$ cat config.mk
export PLATFORM = sky130hd
export DESIGN_NAME = pll_rst_seq_flat
export DESIGN_NICKNAME = d
export VERILOG_FILES = /design/src/rtl/pll_rst_seq_pkg.sv /design/src/rtl/pll_rst_seq_if.sv /design/src/rtl/pll_rst_seq_sync.sv /design/src/rtl/pll_rst_seq.sv /design/src/flat_wrapper.sv
export SDC_FILE = /design/constraint.sdc
export NUM_CORES = 1
export LEC_CHECK = 0
export BUFFER_PORTS_ARGS = -buffer_cell sky130_fd_sc_hd__buf_2
export CORE_MARGIN = 5
export CORE_UTILIZATION = 25
export CTS_BUF_LIST = sky130_fd_sc_hd__clkbuf_8
export DETAILED_ROUTE_END_ITERATION = 16
export GPL_TIMING_DRIVEN = 0
export SLEW_MARGIN = 15
export SYNTH_ARGS = -nofsm -noshare
export SYNTH_HDL_FRONTEND = slang
export SYNTH_SLANG_ARGS = --single-unit
export TNS_END_PERCENT = 100
$ cat constraint.sdc
create_clock -name sys_clk -period 2.25 [get_ports sys_clk]
set_input_delay 0.45 -clock sys_clk [delete_from_list [all_inputs] [get_ports sys_clk]]
set_output_delay 0.45 -clock sys_clk [all_outputs]
set_load 0.02 [all_outputs]
$ cat src/rtl/pll_rst_seq_pkg.sv
// Shared types and constants for the PLL reset sequencer.
// The state encoding is visible on state_o, so the numeric values are fixed.
package pll_rst_pkg;

  typedef enum logic [2:0] {
    PLL_RST   = 3'd0,
    WAIT_LOCK = 3'd1,
    STABLE    = 3'd2,
    RELEASE   = 3'd3,
    RUN       = 3'd4
  } state_t;

  localparam int STATE_W    = 3;
  localparam int LOSS_CNT_W = 8;

  // Loss counter increment that sticks at all-ones instead of wrapping.
  function automatic logic [LOSS_CNT_W-1:0] sat_inc(input logic [LOSS_CNT_W-1:0] v);
    return (v == {LOSS_CNT_W{1'b1}}) ? v : v + LOSS_CNT_W'(1);
  endfunction

endpackage

$ cat src/rtl/pll_rst_seq_if.sv
// Bundle of the sequencer's PLL-facing and consumer-facing signals.
// Signalling: there are no valid/ready pairs on this bundle. pll_lock_in is a
// raw asynchronous level, clr_status is a single-cycle pulse sampled on the
// sequencer clock, and every sequencer output is a registered level that may
// be consumed at any time.
interface pll_rst_seq_if #(
  parameter int NUM_RST = 4
);
  import pll_rst_pkg::*;

  logic                  pll_lock_in;
  logic                  clr_status;
  logic                  pll_rst_o;
  logic [NUM_RST-1:0]    rst_out;
  logic                  all_ready;
  logic                  lock_lost_sticky;
  logic [LOSS_CNT_W-1:0] lock_loss_cnt;
  logic [STATE_W-1:0]    state_o;

  // The sequencer itself.
  modport master (
    input  pll_lock_in,
    input  clr_status,
    output pll_rst_o,
    output rst_out,
    output all_ready,
    output lock_lost_sticky,
    output lock_loss_cnt,
    output state_o
  );

  // The surroundings: PLL wrapper, status host and reset consumers.
  modport slave (
    output pll_lock_in,
    output clr_status,
    input  pll_rst_o,
    input  rst_out,
    input  all_ready,
    input  lock_lost_sticky,
    input  lock_loss_cnt,
    input  state_o
  );

endinterface

$ cat src/rtl/pll_rst_seq_sync.sv
// Plain flop-chain synchroniser for a single asynchronous level.
// Output is the input delayed by STAGES flops; resets to 0 so an unknown
// lock is treated as "not locked".
module sync_bit #(
  parameter int STAGES = 2
) (
  input  logic clk,
  input  logic rst,
  input  logic d,
  output logic q
);

  logic [STAGES-1:0] chain;

  // Shift the raw level in at bit 0; the oldest sample leaves at the top.
  always_ff @(posedge clk) begin
    if (rst) begin
      chain <= '0;
    end else begin
      chain <= {chain[STAGES-2:0], d};
    end
  end

  assign q = chain[STAGES-1];

endmodule

$ cat src/rtl/pll_rst_seq.sv
// PLL reset sequencer: pulses the PLL reset, waits for a synchronised and
// qualified lock, then releases the staged consumer resets one by one.
// Losing lock once resets are being released pulls every consumer back into
// reset and restarts the whole sequence from a PLL reset pulse.
module pll_rst_seq #(
  parameter int SYNC_STAGES    = 2,
  parameter int STABLE_CYCLES  = 1024,
  parameter int LOCK_TIMEOUT   = 65536,
  parameter int PLL_RST_CYCLES = 16,
  parameter int RST_GAP_CYCLES = 64,
  parameter int NUM_RST        = 4
) (
  input  logic           sys_clk,
  input  logic           sys_rst,
  pll_rst_seq_if.master  bus
);
  import pll_rst_pkg::*;

  // The phase timer is shared by PLL_RST, STABLE and RELEASE, so it is sized
  // for the longest of the three terminal counts.
  localparam int PH_MAX_12 = (PLL_RST_CYCLES > STABLE_CYCLES) ? PLL_RST_CYCLES : STABLE_CYCLES;
  localparam int PH_MAX    = (PH_MAX_12 > RST_GAP_CYCLES) ? PH_MAX_12 : RST_GAP_CYCLES;
  localparam int PH_W      = $clog2(PH_MAX + 1);
  localparam int TO_W      = $clog2(LOCK_TIMEOUT + 1);

  localparam logic [PH_W-1:0] PH_SAT     = PH_W'(PH_MAX);
  localparam logic [PH_W-1:0] PH_PLL_END = PH_W'(PLL_RST_CYCLES - 1);
  localparam logic [PH_W-1:0] PH_STB_END = PH_W'(STABLE_CYCLES - 1);
  localparam logic [PH_W-1:0] PH_GAP_END = PH_W'(RST_GAP_CYCLES - 1);
  localparam logic [TO_W-1:0] TO_SAT     = TO_W'(LOCK_TIMEOUT);
  localparam logic [TO_W-1:0] TO_END     = TO_W'(LOCK_TIMEOUT - 1);

  state_t                state;
  logic [PH_W-1:0]       phase;
  logic [TO_W-1:0]       tmo;
  logic                  pll_rst_q;
  logic [NUM_RST-1:0]    rst_q;
  logic                  ready_q;
  logic                  sticky_q;
  logic [LOSS_CNT_W-1:0] cnt_q;
  logic                  lock_s;
  logic                  loss_evt;

  sync_bit #(
    .STAGES (SYNC_STAGES)
  ) u_lock_sync (
    .clk (sys_clk),
    .rst (sys_rst),
    .d   (bus.pll_lock_in),
    .q   (lock_s)
  );

  // A loss only counts once the consumers have started to leave reset;
  // a dropout while still qualifying just restarts the qualification.
  assign loss_evt = ~lock_s & ((state == RELEASE) | (state == RUN));

  // Timers saturate at their ceiling so they can never wrap to a small value.
  function automatic logic [PH_W-1:0] ph_inc(input logic [PH_W-1:0] v);
    return (v == PH_SAT) ? v : v + PH_W'(1);
  endfunction

  function automatic logic [TO_W-1:0] to_inc(input logic [TO_W-1:0] v);
    return (v == TO_SAT) ? v : v + TO_W'(1);
  endfunction

  // Sequencer FSM: state, both timers and the registered reset/ready outputs.
  always_ff @(posedge sys_clk) begin
    if (sys_rst) begin
      state     <= PLL_RST;
      phase     <= '0;
      tmo       <= '0;
      pll_rst_q <= 1'b1;
      rst_q     <= '1;
      ready_q   <= 1'b0;
    end else begin
      // The timeout counter only runs in WAIT_LOCK and always restarts at 0.
      tmo <= '0;
      case (state)
        PLL_RST: begin
          if (phase == PH_PLL_END) begin
            state     <= WAIT_LOCK;
            pll_rst_q <= 1'b0;
            phase     <= '0;
          end else begin
            phase <= ph_inc(phase);
          end
        end

        WAIT_LOCK: begin
          // Lock is checked before the timeout so a lock arriving on the
          // last timeout cycle is still accepted.
          if (lock_s) begin
            state <= STABLE;
            phase <= '0;
          end else if (tmo == TO_END) begin
            state     <= PLL_RST;
            pll_rst_q <= 1'b1;
            phase     <= '0;
          end else begin
            tmo <= to_inc(tmo);
          end
        end

        STABLE: begin
          if (!lock_s) begin
            state <= WAIT_LOCK;
            phase <= '0;
          end else if (phase == PH_STB_END) begin
            // Bit 0 leaves reset together with the move into RELEASE.
            state <= RELEASE;
            rst_q <= rst_q << 1;
            phase <= '0;
          end else begin
            phase <= ph_inc(phase);
          end
        end

        RELEASE: begin
          if (!lock_s) begin
            state     <= PLL_RST;
            pll_rst_q <= 1'b1;
            rst_q     <= '1;
            ready_q   <= 1'b0;
            phase     <= '0;
          end else if (rst_q == '0) begin
            state   <= RUN;
            ready_q <= 1'b1;
          end else if (phase == PH_GAP_END) begin
            // Shifting a 0 in from the bottom releases bits in index order.
            rst_q <= rst_q << 1;
            phase <= '0;
          end else begin
            phase <= ph_inc(phase);
          end
        end

        RUN: begin
          if (!lock_s) begin
            state     <= PLL_RST;
            pll_rst_q <= 1'b1;
            rst_q     <= '1;
            ready_q   <= 1'b0;
            phase     <= '0;
          end
        end

        default: begin
          state     <= PLL_RST;
          pll_rst_q <= 1'b1;
          rst_q     <= '1;
          ready_q   <= 1'b0;
          phase     <= '0;
        end
      endcase
    end
  end

  // Loss bookkeeping: a loss on the same cycle as a clear still leaves a
  // record of that one loss behind.
  always_ff @(posedge sys_clk) begin
    if (sys_rst) begin
      sticky_q <= 1'b0;
      cnt_q    <= '0;
    end else if (loss_evt) begin
      sticky_q <= 1'b1;
      cnt_q    <= bus.clr_status ? LOSS_CNT_W'(1) : sat_inc(cnt_q);
    end else if (bus.clr_status) begin
      sticky_q <= 1'b0;
      cnt_q    <= '0;
    end
  end

  assign bus.pll_rst_o        = pll_rst_q;
  assign bus.rst_out          = rst_q;
  assign bus.all_ready        = ready_q;
  assign bus.lock_lost_sticky = sticky_q;
  assign bus.lock_loss_cnt    = cnt_q;
  assign bus.state_o          = state;

endmodule

$ cat src/flat_wrapper.sv
// flat-port wrapper written by rule: the top's interface ports become plain ports
module pll_rst_seq_flat import pll_rst_pkg::*;
#(
  parameter int SYNC_STAGES    = 2,
  parameter int STABLE_CYCLES  = 1024,
  parameter int LOCK_TIMEOUT   = 65536,
  parameter int PLL_RST_CYCLES = 16,
  parameter int RST_GAP_CYCLES = 64,
  parameter int NUM_RST        = 4
)
  (sys_clk, sys_rst, bus_pll_lock_in, bus_clr_status, bus_pll_rst_o, bus_rst_out, bus_all_ready, bus_lock_lost_sticky, bus_lock_loss_cnt, bus_state_o);
  pll_rst_seq_if #(.NUM_RST(NUM_RST)) bus_i ();
  input  logic sys_clk;
  input  logic sys_rst;
  input wire logic [$bits(bus_i.pll_lock_in)-1:0] bus_pll_lock_in;
  input wire logic [$bits(bus_i.clr_status)-1:0] bus_clr_status;
  output wire logic [$bits(bus_i.pll_rst_o)-1:0] bus_pll_rst_o;
  output wire logic [$bits(bus_i.rst_out)-1:0] bus_rst_out;
  output wire logic [$bits(bus_i.all_ready)-1:0] bus_all_ready;
  output wire logic [$bits(bus_i.lock_lost_sticky)-1:0] bus_lock_lost_sticky;
  output wire logic [$bits(bus_i.lock_loss_cnt)-1:0] bus_lock_loss_cnt;
  output wire logic [$bits(bus_i.state_o)-1:0] bus_state_o;
  assign bus_i.pll_lock_in = bus_pll_lock_in;
  assign bus_i.clr_status = bus_clr_status;
  assign bus_pll_rst_o = bus_i.pll_rst_o;
  assign bus_rst_out = bus_i.rst_out;
  assign bus_all_ready = bus_i.all_ready;
  assign bus_lock_lost_sticky = bus_i.lock_lost_sticky;
  assign bus_lock_loss_cnt = bus_i.lock_loss_cnt;
  assign bus_state_o = bus_i.state_o;
  pll_rst_seq #(.SYNC_STAGES(SYNC_STAGES), .STABLE_CYCLES(STABLE_CYCLES), .LOCK_TIMEOUT(LOCK_TIMEOUT), .PLL_RST_CYCLES(PLL_RST_CYCLES), .RST_GAP_CYCLES(RST_GAP_CYCLES), .NUM_RST(NUM_RST)) u_core (.sys_clk(sys_clk), .sys_rst(sys_rst), .bus(bus_i));
endmodule
==> results.yml, run 1 <==
run_status:
  outcome: "finished, violations left"
  violations: "negative setup slack"
pwr:
  vdd.ir_drop.worst_uv: 258
  switchingPower_mw: 0.345
  p_per_area_nw_per_um2: 500
  p_sw_share_pct: 21.8
  power_mw: 1.58
  seq_power_share_pct: 54.5
  power_frac_comb_pct: 3.2
  leakage_nw: 1.09
  clkPwrFrac_pct: 42.3
  internal_power_mw: 1.24
placed_design:
  place_ws_ps: -334
  dp_hpwl_mm: 4.31
  gp_congestion: 0.835
  io_buffers: 21
detailed_routing:
  vias_per_cell: 4.89
  antenna_left: 0
  wirelength_mm: 6.14
  num_vias: 2377
  wl_per_cell_um: 12.6
  route.detailed.drc: 0
  drtPass1Iterations: 4
  drt_iter0_drc: 118
clock_tree:
  clock_latency_ps: 300
  htreeDepth: 2
  clk_pin_slew_ps: 90
  cts_sinks: 48
  holdBufCountCts: 0
  cts_root_buf: "clkbuf_8"
  cts_made_buffers: 5
  cts_tree: "done"
  clk_path_buf_depth: 2
final_layout:
  nets: 359
  multi_input_area_um2: 1570
  fillers: 1057
  utilization_pct: 31.2
  regArea_um2: 970
  num_antenna_cells: 0
  drive_above_1_share_pct: 21.1
  area_delta_synth_final_pct: 23.4
sta:
  relSlewSlack_pct: 60.5
  clock-skew-final_ps: 7.89
  tightest_slew_ps: 587
  timing.final.crit_share_pct: 100
  hold_viol: 0
  fmax_ghz: 0.443
  setup_viol: 1
  slew_violations: 0
  rsz0062_at_grt: "true"
  tns_ps: -8.51
  finalCriticalPeriod_ps: 2260
  fin_ws_ps: -8.51
global_route:
  grt_start_max_net_pins: 16
  grt_remaining_overflow: 0
  grtUsageTotal_pct: 9.80
  grt_pass1_vias: 2199
  grt_pass1_wl_mm: 10.3
  grt_antenna_before_repair: 0
setup_path:
  r2r_slack_ps: -9
  crit_arrival_ps: 2500
  path_cells: "and4_4 -> and2_4 -> nand4_1 -> nor2_1 -> ha_2 -> or3_4 -> o221a_4 -> buf_8 -> nand4_1 -> nand3_1 -> a21oi_1"
  worstPathRequired_ps: 2490
  slowest_delay_ps: 340
  crit_path_max_fanout: 5
  end_kind: "flip-flop"
  worstSetupStartpointType: "flip-flop"
  slowest_stage: "or3_4"
  cp_common_cell: "nand4_1"
  criticalPathCategory: "flip-flop to flip-flop"
logic_synthesis:
  synth_cell_types: 52
  syn_nets: 319
  async_flop_share_pct: 0
  synthCells: 309
  synth_area_um2: 2560
  synth_area_per_cell_um2: 8.29
  seq_area_frac_synth_pct: 37.5
  ys_warn_count: 0
  synth_edf_count: 0
  ys_ff_latch: 48
  synth_ff_type: "dfxtp_1"
floorplan:
  dieArea_um2: 12400
  die_x_um: 111
  start_util_pct: 25.3
  coreArea_um2: 10100
  ios: 22
  num_rows: 37
  fp.dieH_um: 111
hold_path:
  hold_path.class: "input pin to flip-flop"
job:
  cap_violations: 0
-- routing by layer --
layer	up-vias	GRT usage, %	share of wire, %
met5	-	0	0
met4	0	2.43	0.99
met3	6	3.00	4.3
met2	33	16.6	48
li1	1196	-	-
met1	1142	12.1	46
-- timing repair --
| action | in CTS | in global routing |
|---|---|---|
| pin swaps | 1 | 3 |
| buffers inserted | 8 | 5 |
| cloned | 0 | 1 |
| setup endpoints to repair | 31 | 21 |
| resized for setup | 18 | 7 |
-- kinds of logic (layout without fill, tap and decap cells) --
logic type / after synthesis / in the layout / synth area share (%)
fa+ha+maj: 6 / 6 / 2.93
mux: 7 / 7 / 2.78
xor+xnor: 14 / 14 / 4.79
compound gates: 56 / 56 / 15.8
buf+inv: 26 / 67 / 3.91
simple gates: 152 / 152 / 32.2
flops: 48 / 48 / 37.5
-- cell usage in the layout, fill, tap and decap left out, types with 4 or more instances in the layout --
master	synthesis	routed
nor4_1	7	6
nor3_1	7	7
nor2_1	33	32
buf_2	2	23
nand3_1	19	18
buf_4	0	13
nand4_1	11	11
or3_1	6	4
dfxtp_2	0	4
nand4b_1	4	4
nand2_1	27	27
inv_1	13	13
mux2i_1	6	6
o21ai_0	8	8
and3_1	7	7
ha_1	6	4
a21oi_1	25	24
nand2b_1	7	7
dfxtp_1	48	43
clkbuf_8	0	6
or3b_1	4	4
xor2_1	12	12
o22ai_1	4	4
clkbuf_1	10	7
-- critical path, delay by kind of cell (launching register included) --
family          cells  cell delay, ps
fa+ha+maj           1             170
simple gates        7            1130
buf+inv             1             130
flops               1             330
compound gates      2             430
-- power groups by stage --
stage | logic (mW) | clock network (mW) | registers (mW)
3_3_place_gp | 0.0471 | 0 | 0.882
6_report | 0.0506 | 0.668 | 0.863
3_5_place_dp | 0.0481 | 0 | 0.883
2_1_floorplan | 0.0346 | 0 | 0.880
5_1_grt | 0.0578 | 0.730 | 0.864
4_1_cts | 0.0494 | 0.691 | 0.862
-- synth_stat cells (2+ instances only) --
master	n	area, um2
clkbuf_1	10	37.5
nand4b_1	4	35.0
nand3b_1	2	15.0
nor2_1	33	124
nand2b_1	7	43.8
mux2i_1	6	60.1
inv_1	13	48.8
or3b_1	4	35.0
dfxtp_1	48	961
a31oi_1	3	18.8
o21ai_0	8	40.0
nand3_1	19	95.1
buf_2	2	10.0
and3_1	7	43.8
a31oi_2	2	25.0
nor4_1	7	43.8
xnor2_1	2	17.5
nand2_1	27	101
nor4b_1	2	17.5
xor2_1	12	105
nor2b_1	2	12.5
o22ai_1	4	25.0
or3_1	6	37.5
and2_1	4	25.0
and4_1	2	17.5
or4bb_1	2	22.5
nor3_1	7	35.0
ha_1	6	75.1
a21oi_1	25	125
nand4_1	11	68.8
-- final timing paths --
check,from,to,cells past startpoint
max reg2reg,u_core.tmo[9]$_SDFFE_PP0P_,u_core.phase[0]$_SDFFE_PP0P_,11
min,bus_pll_lock_in,u_core.u_lock_sync.chain[0]$_SDFF_PP0_,2
max,u_core.tmo[9]$_SDFFE_PP0P_,u_core.phase[0]$_SDFFE_PP0P_,11
min reg2reg,u_core.u_lock_sync.chain[0]$_SDFF_PP0_,u_core.u_lock_sync.chain[1]$_SDFF_PP0_,1
-- flip-flops by register name (all words and copies together), names as in the netlist --
signal / count
u_core.bus.state_o: 3
u_core.tmo: 17
u_core.phase: 11
u_core.bus.rst_out: 4
u_core.bus.all_ready: 1
u_core.bus.lock_lost_sticky: 1
u_core.bus.pll_rst_o: 1
u_core.u_lock_sync.chain: 2
u_core.bus.lock_loss_cnt: 8
-- stage by stage --
stage	cell area, um2	hold slack (ps)	cells
6_report	3160	370	486
5_1_grt	3160	405	486
4_1_cts	3080	376	481
3_5_place_dp	2840	431	466
3_3_place_gp	2840	435	466
2_1_floorplan	2560	414	309
-- final cells by class --
class	count	share of cell area [%]
multi-input cells	235	49.6
flip-flops and latches	48	30.7
repair buffers	35	7.21
well taps	136	5.38
clock buffers	6	2.61
plain buffers	11	1.74
inverters	13	1.54
clock inverters	2	1.23
Power figures use the tool's default switching activity.
==> run 2: changes to the inputs <==
--- a/config.mk
+++ b/config.mk
@@ -6,11 +6,15 @@
 export NUM_CORES = 1
 export LEC_CHECK = 0
 export BUFFER_PORTS_ARGS = -buffer_cell sky130_fd_sc_hd__buf_2
+export CELL_PAD_IN_SITES_DETAIL_PLACEMENT = 1
+export CELL_PAD_IN_SITES_GLOBAL_PLACEMENT = 1
 export CORE_MARGIN = 5
 export CORE_UTILIZATION = 25
 export CTS_BUF_LIST = sky130_fd_sc_hd__clkbuf_8
 export DETAILED_ROUTE_END_ITERATION = 16
 export GPL_TIMING_DRIVEN = 0
+export PLACE_DENSITY_LB_ADDON = 0.1
+export RECOVER_POWER = 100
 export SLEW_MARGIN = 15
 export SYNTH_ARGS = -nofsm -noshare
 export SYNTH_HDL_FRONTEND = slang
==> results.yml, run 2 (synthesized netlist as in run 1, its figures left out) <==
setup_path:
  path_cells: "and4_4 -> and2_4 -> nand4_1 -> nor2_1 -> ha_2 -> or3_4 -> o221a_4 -> clkbuf_16 -> nand4_1 -> nand3_1 -> a21oi_2"
  worstPathRequired_ps: 2480
  r2r_slack_ps: -40
  r2r_cells: 11
  worstSetupStartpointType: "flip-flop"
  path_delay_family: "simple AND/OR/NAND/NOR gates"
  cp-startpoint: "u_core.tmo[9]$_SDFFE_PP0P_"
  crit_cells: 11
  reg2reg_from: "u_core.tmo[9]$_SDFFE_PP0P_"
  crit_buf_inv: 1
  crit_path_max_fanout: 6
  slowest_stage: "dfxtp_2"
  reg2reg_to: "u_core.phase[1]$_SDFFE_PP0P_"
  end_kind: "flip-flop"
  criticalPathCategory: "flip-flop to flip-flop"
  slowest_delay_ps: 340
  crit_arrival_ps: 2530
  cp_common_cell: "nand4_1"
  cp-endpoint: "u_core.phase[1]$_SDFFE_PP0P_"
final_layout:
  final_cell_mix: "dfxtp_1 (41), nor2_1 (32), nand2_1 (27)"
  area_delta_synth_final_pct: 24.6
  drive_above_1_share_pct: 17.8
  utilization_pct: 31.5
  final_common_cell: "dfxtp_1"
  nets: 362
  num_antenna_cells: 0
  fillers: 1227
  fin_cells: 489
  largest_reg_flops: 17
  regMostFlops: "u_core.tmo"
  postLayoutCellArea_um2: 3190
run_status:
  outcome: "finished, violations left"
  violations: "negative setup slack"
placed_design:
  io_buffers: 21
  dp_hpwl_mm: 4.98
  place_ws_ps: -431
  gp_congestion: 0.744
  dp_cells: 466
  placed_area_um2: 2840
detailed_routing:
  num_vias: 2402
  wl_per_cell_um: 14.7
  drt_iter0_drc: 71
  wirelength_mm: 7.18
  antenna_left: 0
  route.detailed.drc: 0
  vias_per_cell: 4.91
  drtPass1Iterations: 4
sta:
  fin_ws_ps: -44.5
  finalCriticalPeriod_ps: 2290
  hold_viol: 0
  relSlewSlack_pct: 60.0
  tns_ps: -44.5
  setup_viol: 1
  holdWs_ps: 377
  tightest_slew_ps: 594
  timing.final.crit_share_pct: 102
  fmax_ghz: 0.436
  rsz0062_at_grt: "true"
  slew_violations: 0
  clock-skew-final_ps: 4.00
global_route:
  grt_antenna_before_repair: 0
  grtUsageTotal_pct: 11.6
  grt_pass1_wl_mm: 12.0
  grt_start_max_net_pins: 15
  grt_pass1_vias: 2398
  grt_remaining_overflow: 0
floorplan:
  dieArea_um2: 12400
  coreArea_um2: 10100
  die_x_um: 111
  start_util_pct: 25.3
  ios: 22
  num_rows: 37
  fp.dieH_um: 111
clock_tree:
  clock_latency_ps: 300
  clk_pin_slew_ps: 100
  clk_path_buf_depth: 2
  holdBufCountCts: 0
  cts_tree: "done"
  cts_sinks: 48
  cts_root_buf: "clkbuf_8"
  htreeDepth: 2
  cts_made_buffers: 5
job:
  cap_violations: 0
pwr:
  power_mw: 1.55
  leakage_nw: 1.05
  vdd.ir_drop.worst_uv: 218
  p_per_area_nw_per_um2: 487
hold_path:
  hold_path.class: "input pin to flip-flop"
## run 2: metal layers
layer	up-vias	global-route usage (%)	part of all wire, %	wire length [um]
met4	0	2.68	1.0	72
met1	1170	15.4	50	3560
met5	-	0	0	0
li1	1204	-	-	-
met3	6	2.35	2.4	173
met2	22	19.3	47	3380
## run 2: where the power goes
part | internal, mW | total, mW | switching (mW) | leakage, nW
clock | 0.326 | 0.638 | 0.311 | 0.0593
sequential | 0.853 | 0.860 | 0.00754 | 0.392
combinational | 0.0203 | 0.0558 | 0.0355 | 0.604
total | 1.20 | 1.55 | 0.355 | 1.05
## run 2: timing repair
item,in CTS,in global routing
gates resized for setup,21,16
pin swaps,6,5
setup buffers,12,5
setup endpoints to repair,35,26
## run 2: worst min-delay path by stage
stage,slack (ps),startpoint,end,cells past startpoint
floorplan,410,u_core.u_lock_sync.chain[0]$_SDFF_PP0_,u_core.u_lock_sync.chain[1]$_SDFF_PP0_,1
global placement,430,u_core.u_lock_sync.chain[0]$_SDFF_PP0_,u_core.u_lock_sync.chain[1]$_SDFF_PP0_,1
detailed placement,440,u_core.u_lock_sync.chain[0]$_SDFF_PP0_,u_core.u_lock_sync.chain[1]$_SDFF_PP0_,1
CTS,380,bus_pll_lock_in,u_core.u_lock_sync.chain[0]$_SDFF_PP0_,2
global route,400,bus_pll_lock_in,u_core.u_lock_sync.chain[0]$_SDFF_PP0_,2
finish,380,bus_pll_lock_in,u_core.u_lock_sync.chain[0]$_SDFF_PP0_,2
## run 2: cell type report
type | count | area, um2 | share of cell area [%]
well taps | 136 | 170 | 5.33
repair buffers | 38 | 210 | 6.59
clock buffers | 5 | 68.8 | 2.16
clock inverters | 3 | 38.8 | 1.22
plain buffers | 11 | 65.1 | 2.04
multi-input cells | 235 | 1610 | 50.6
flip-flops and latches | 48 | 975 | 30.5
inverters | 13 | 48.8 | 1.53
==> run 3: changes to the inputs <==
--- a/config.mk
+++ b/config.mk
@@ -9,9 +9,10 @@
 export CELL_PAD_IN_SITES_DETAIL_PLACEMENT = 1
 export CELL_PAD_IN_SITES_GLOBAL_PLACEMENT = 1
 export CORE_MARGIN = 5
-export CORE_UTILIZATION = 25
+export CORE_UTILIZATION = 32
 export CTS_BUF_LIST = sky130_fd_sc_hd__clkbuf_8
 export DETAILED_ROUTE_END_ITERATION = 16
+export GPL_ROUTABILITY_DRIVEN = 0
 export GPL_TIMING_DRIVEN = 0
 export PLACE_DENSITY_LB_ADDON = 0.1
 export RECOVER_POWER = 100
==> results.yml, run 3 (synthesized netlist as in run 1, its figures left out) <==
placed_design:
  dp_hpwl_mm: 4.73
  dp_cells: 432
  io_buffers: 21
  placed_area_um2: 2800
sta:
  timing.final.crit_share_pct: 100
  finalCriticalPeriod_ps: 2260
  relSlewSlack_pct: 60.7
  clock-skew-final_ps: 8.80
  slew_violations: 0
  rsz0062_at_grt: "true"
  setup_viol: 1
  hold_viol: 0
  fin_ws_ps: -9.78
  tightest_slew_ps: 584
  holdWs_ps: 376
  fmax_ghz: 0.443
floorplan:
  fp.dieH_um: 99.5
  num_rows: 32
  dieArea_um2: 9890
  coreArea_um2: 7770
  ios: 22
  start_util_pct: 33.0
  die_x_um: 99.5
run_status:
  violations: "negative setup slack"
  outcome: "finished, violations left"
detailed_routing:
  antenna_left: 0
  wl_per_cell_um: 14.9
  vias_per_cell: 5.29
  drtPass1Iterations: 4
  num_vias: 2390
  route.detailed.drc: 0
  wirelength_mm: 6.75
  drt_iter0_drc: 54
clock_tree:
  cts_tree: "done"
  htreeDepth: 2
  cts_sinks: 48
  holdBufCountCts: 0
  clk_pin_slew_ps: 90
  clock_latency_ps: 310
  cts_made_buffers: 5
  clk_path_buf_depth: 2
  cts_root_buf: "clkbuf_8"
final_layout:
  num_antenna_cells: 0
  final_cell_mix: "dfxtp_1 (42), nor2_1 (32), nand2_1 (27)"
  final_common_cell: "dfxtp_1"
  postLayoutCellArea_um2: 3060
  regArea_um2: 973
  largest_reg_flops: 17
  fillers: 943
  area_delta_synth_final_pct: 19.5
  drive_above_1_share_pct: 16.3
  regMostFlops: "u_core.tmo"
  multi_input_area_um2: 1580
  fin_cells: 452
  nets: 359
pwr:
  power_frac_comb_pct: 3.6
  leakage_nw: 1.01
  p_per_area_nw_per_um2: 474
  seq_power_share_pct: 59.3
  vdd.ir_drop.worst_uv: 205
  p_sw_share_pct: 24.9
  internal_power_mw: 1.09
  switchingPower_mw: 0.361
  clkPwrFrac_pct: 37.1
setup_path:
  path_delay_family: "simple AND/OR/NAND/NOR gates"
  worstPathRequired_ps: 2490
  path_cells: "or3b_1 -> a21oi_1 -> or3b_1 -> or3b_1 -> a21oi_1"
  crit_buf_inv: 0
  criticalPathCategory: "flip-flop to flip-flop"
  crit_arrival_ps: 2500
  cp_common_cell: "or3b_1"
  worstSetupStartpointType: "flip-flop"
  end_kind: "flip-flop"
  slowest_stage: "dfxtp_1"
  crit_path_max_fanout: 8
  slowest_delay_ps: 480
global_route:
  grtUsageTotal_pct: 13.5
  grt_remaining_overflow: 0
  grt_pass1_vias: 2257
  grt_antenna_before_repair: 0
  grt_start_max_net_pins: 16
  grt_pass1_wl_mm: 11.0
job:
  cap_violations: 0
hold_path:
  hold_path.class: "input pin to flip-flop"
-- run 3: metal layers --
metal	global-route usage, %	vias to the layer above	share of wire [%]
met5	0	-	0
li1	-	1195	-
met3	3.02	7	3.2
met1	18.1	1160	50
met2	22.0	28	46
met4	2.94	0	1.0
-- run 3: worst reg2reg max path, stage by stage (launching register included) --
cell and delay (ps):
dfxtp_1 480, or3b_1 390, a21oi_1 320, or3b_1 460
or3b_1 400, a21oi_1 140
-- run 3: cell type report --
class,count,share of cell area (%)
multi-input combinational,235,51.6
sequential,48,31.8
timing repair buffer,36,6.38
tap,102,4.17
clock buffer,5,2.25
buffer,10,1.64
inverter,13,1.59
clock inverter,3,0.613
-- run 3: power groups by stage --
stage / combinational, mW / clock [mW] / sequential [mW]
after global placement: 0.0492 / 0 / 0.883
final: 0.0523 / 0.538 / 0.861
after CTS: 0.0522 / 0.565 / 0.861
after detailed placement: 0.0505 / 0 / 0.883
after global routing: 0.0590 / 0.609 / 0.863
after floorplan: 0.0346 / 0 / 0.880
-- run 3: timing repair --
item,CTS,global route
pin swaps,4,3
resized for setup,22,6
endpoints found under the hold margin,0,0
setup buffers,9,6
endpoints found under the setup margin,33,23
-- run 3: through the flow --
step | power [mW] | util (%) | setup slack [ps] | setup TNS (ps)
6_report | 1.45 | 39.4 | -9.78 | -9.78
5_1_grt | 1.53 | 39.4 | -115 | -1130
4_1_cts | 1.48 | 39.0 | -6.78 | -6.78
3_5_place_dp | 0.934 | 36.0 | -371 | -6840
3_3_place_gp | 0.932 | 36.0 | -388 | -6600
2_1_floorplan | 0.915 | - | 0.0671 | 0
-- run 3: final timing paths --
check,start,endpoint,slack [ps],cells past startpoint
min reg2reg,u_core.u_lock_sync.chain[0]$_SDFF_PP0_,u_core.u_lock_sync.chain[1]$_SDFF_PP0_,460,1
max reg2reg,u_core.bus.state_o[2]$_SDFFE_PP0P_,u_core.bus.lock_loss_cnt[3]$_SDFFE_PP0P_,-10,5
min,bus_pll_lock_in,u_core.u_lock_sync.chain[0]$_SDFF_PP0_,380,2
max,u_core.bus.state_o[2]$_SDFFE_PP0P_,u_core.bus.lock_loss_cnt[3]$_SDFFE_PP0P_,-10,5
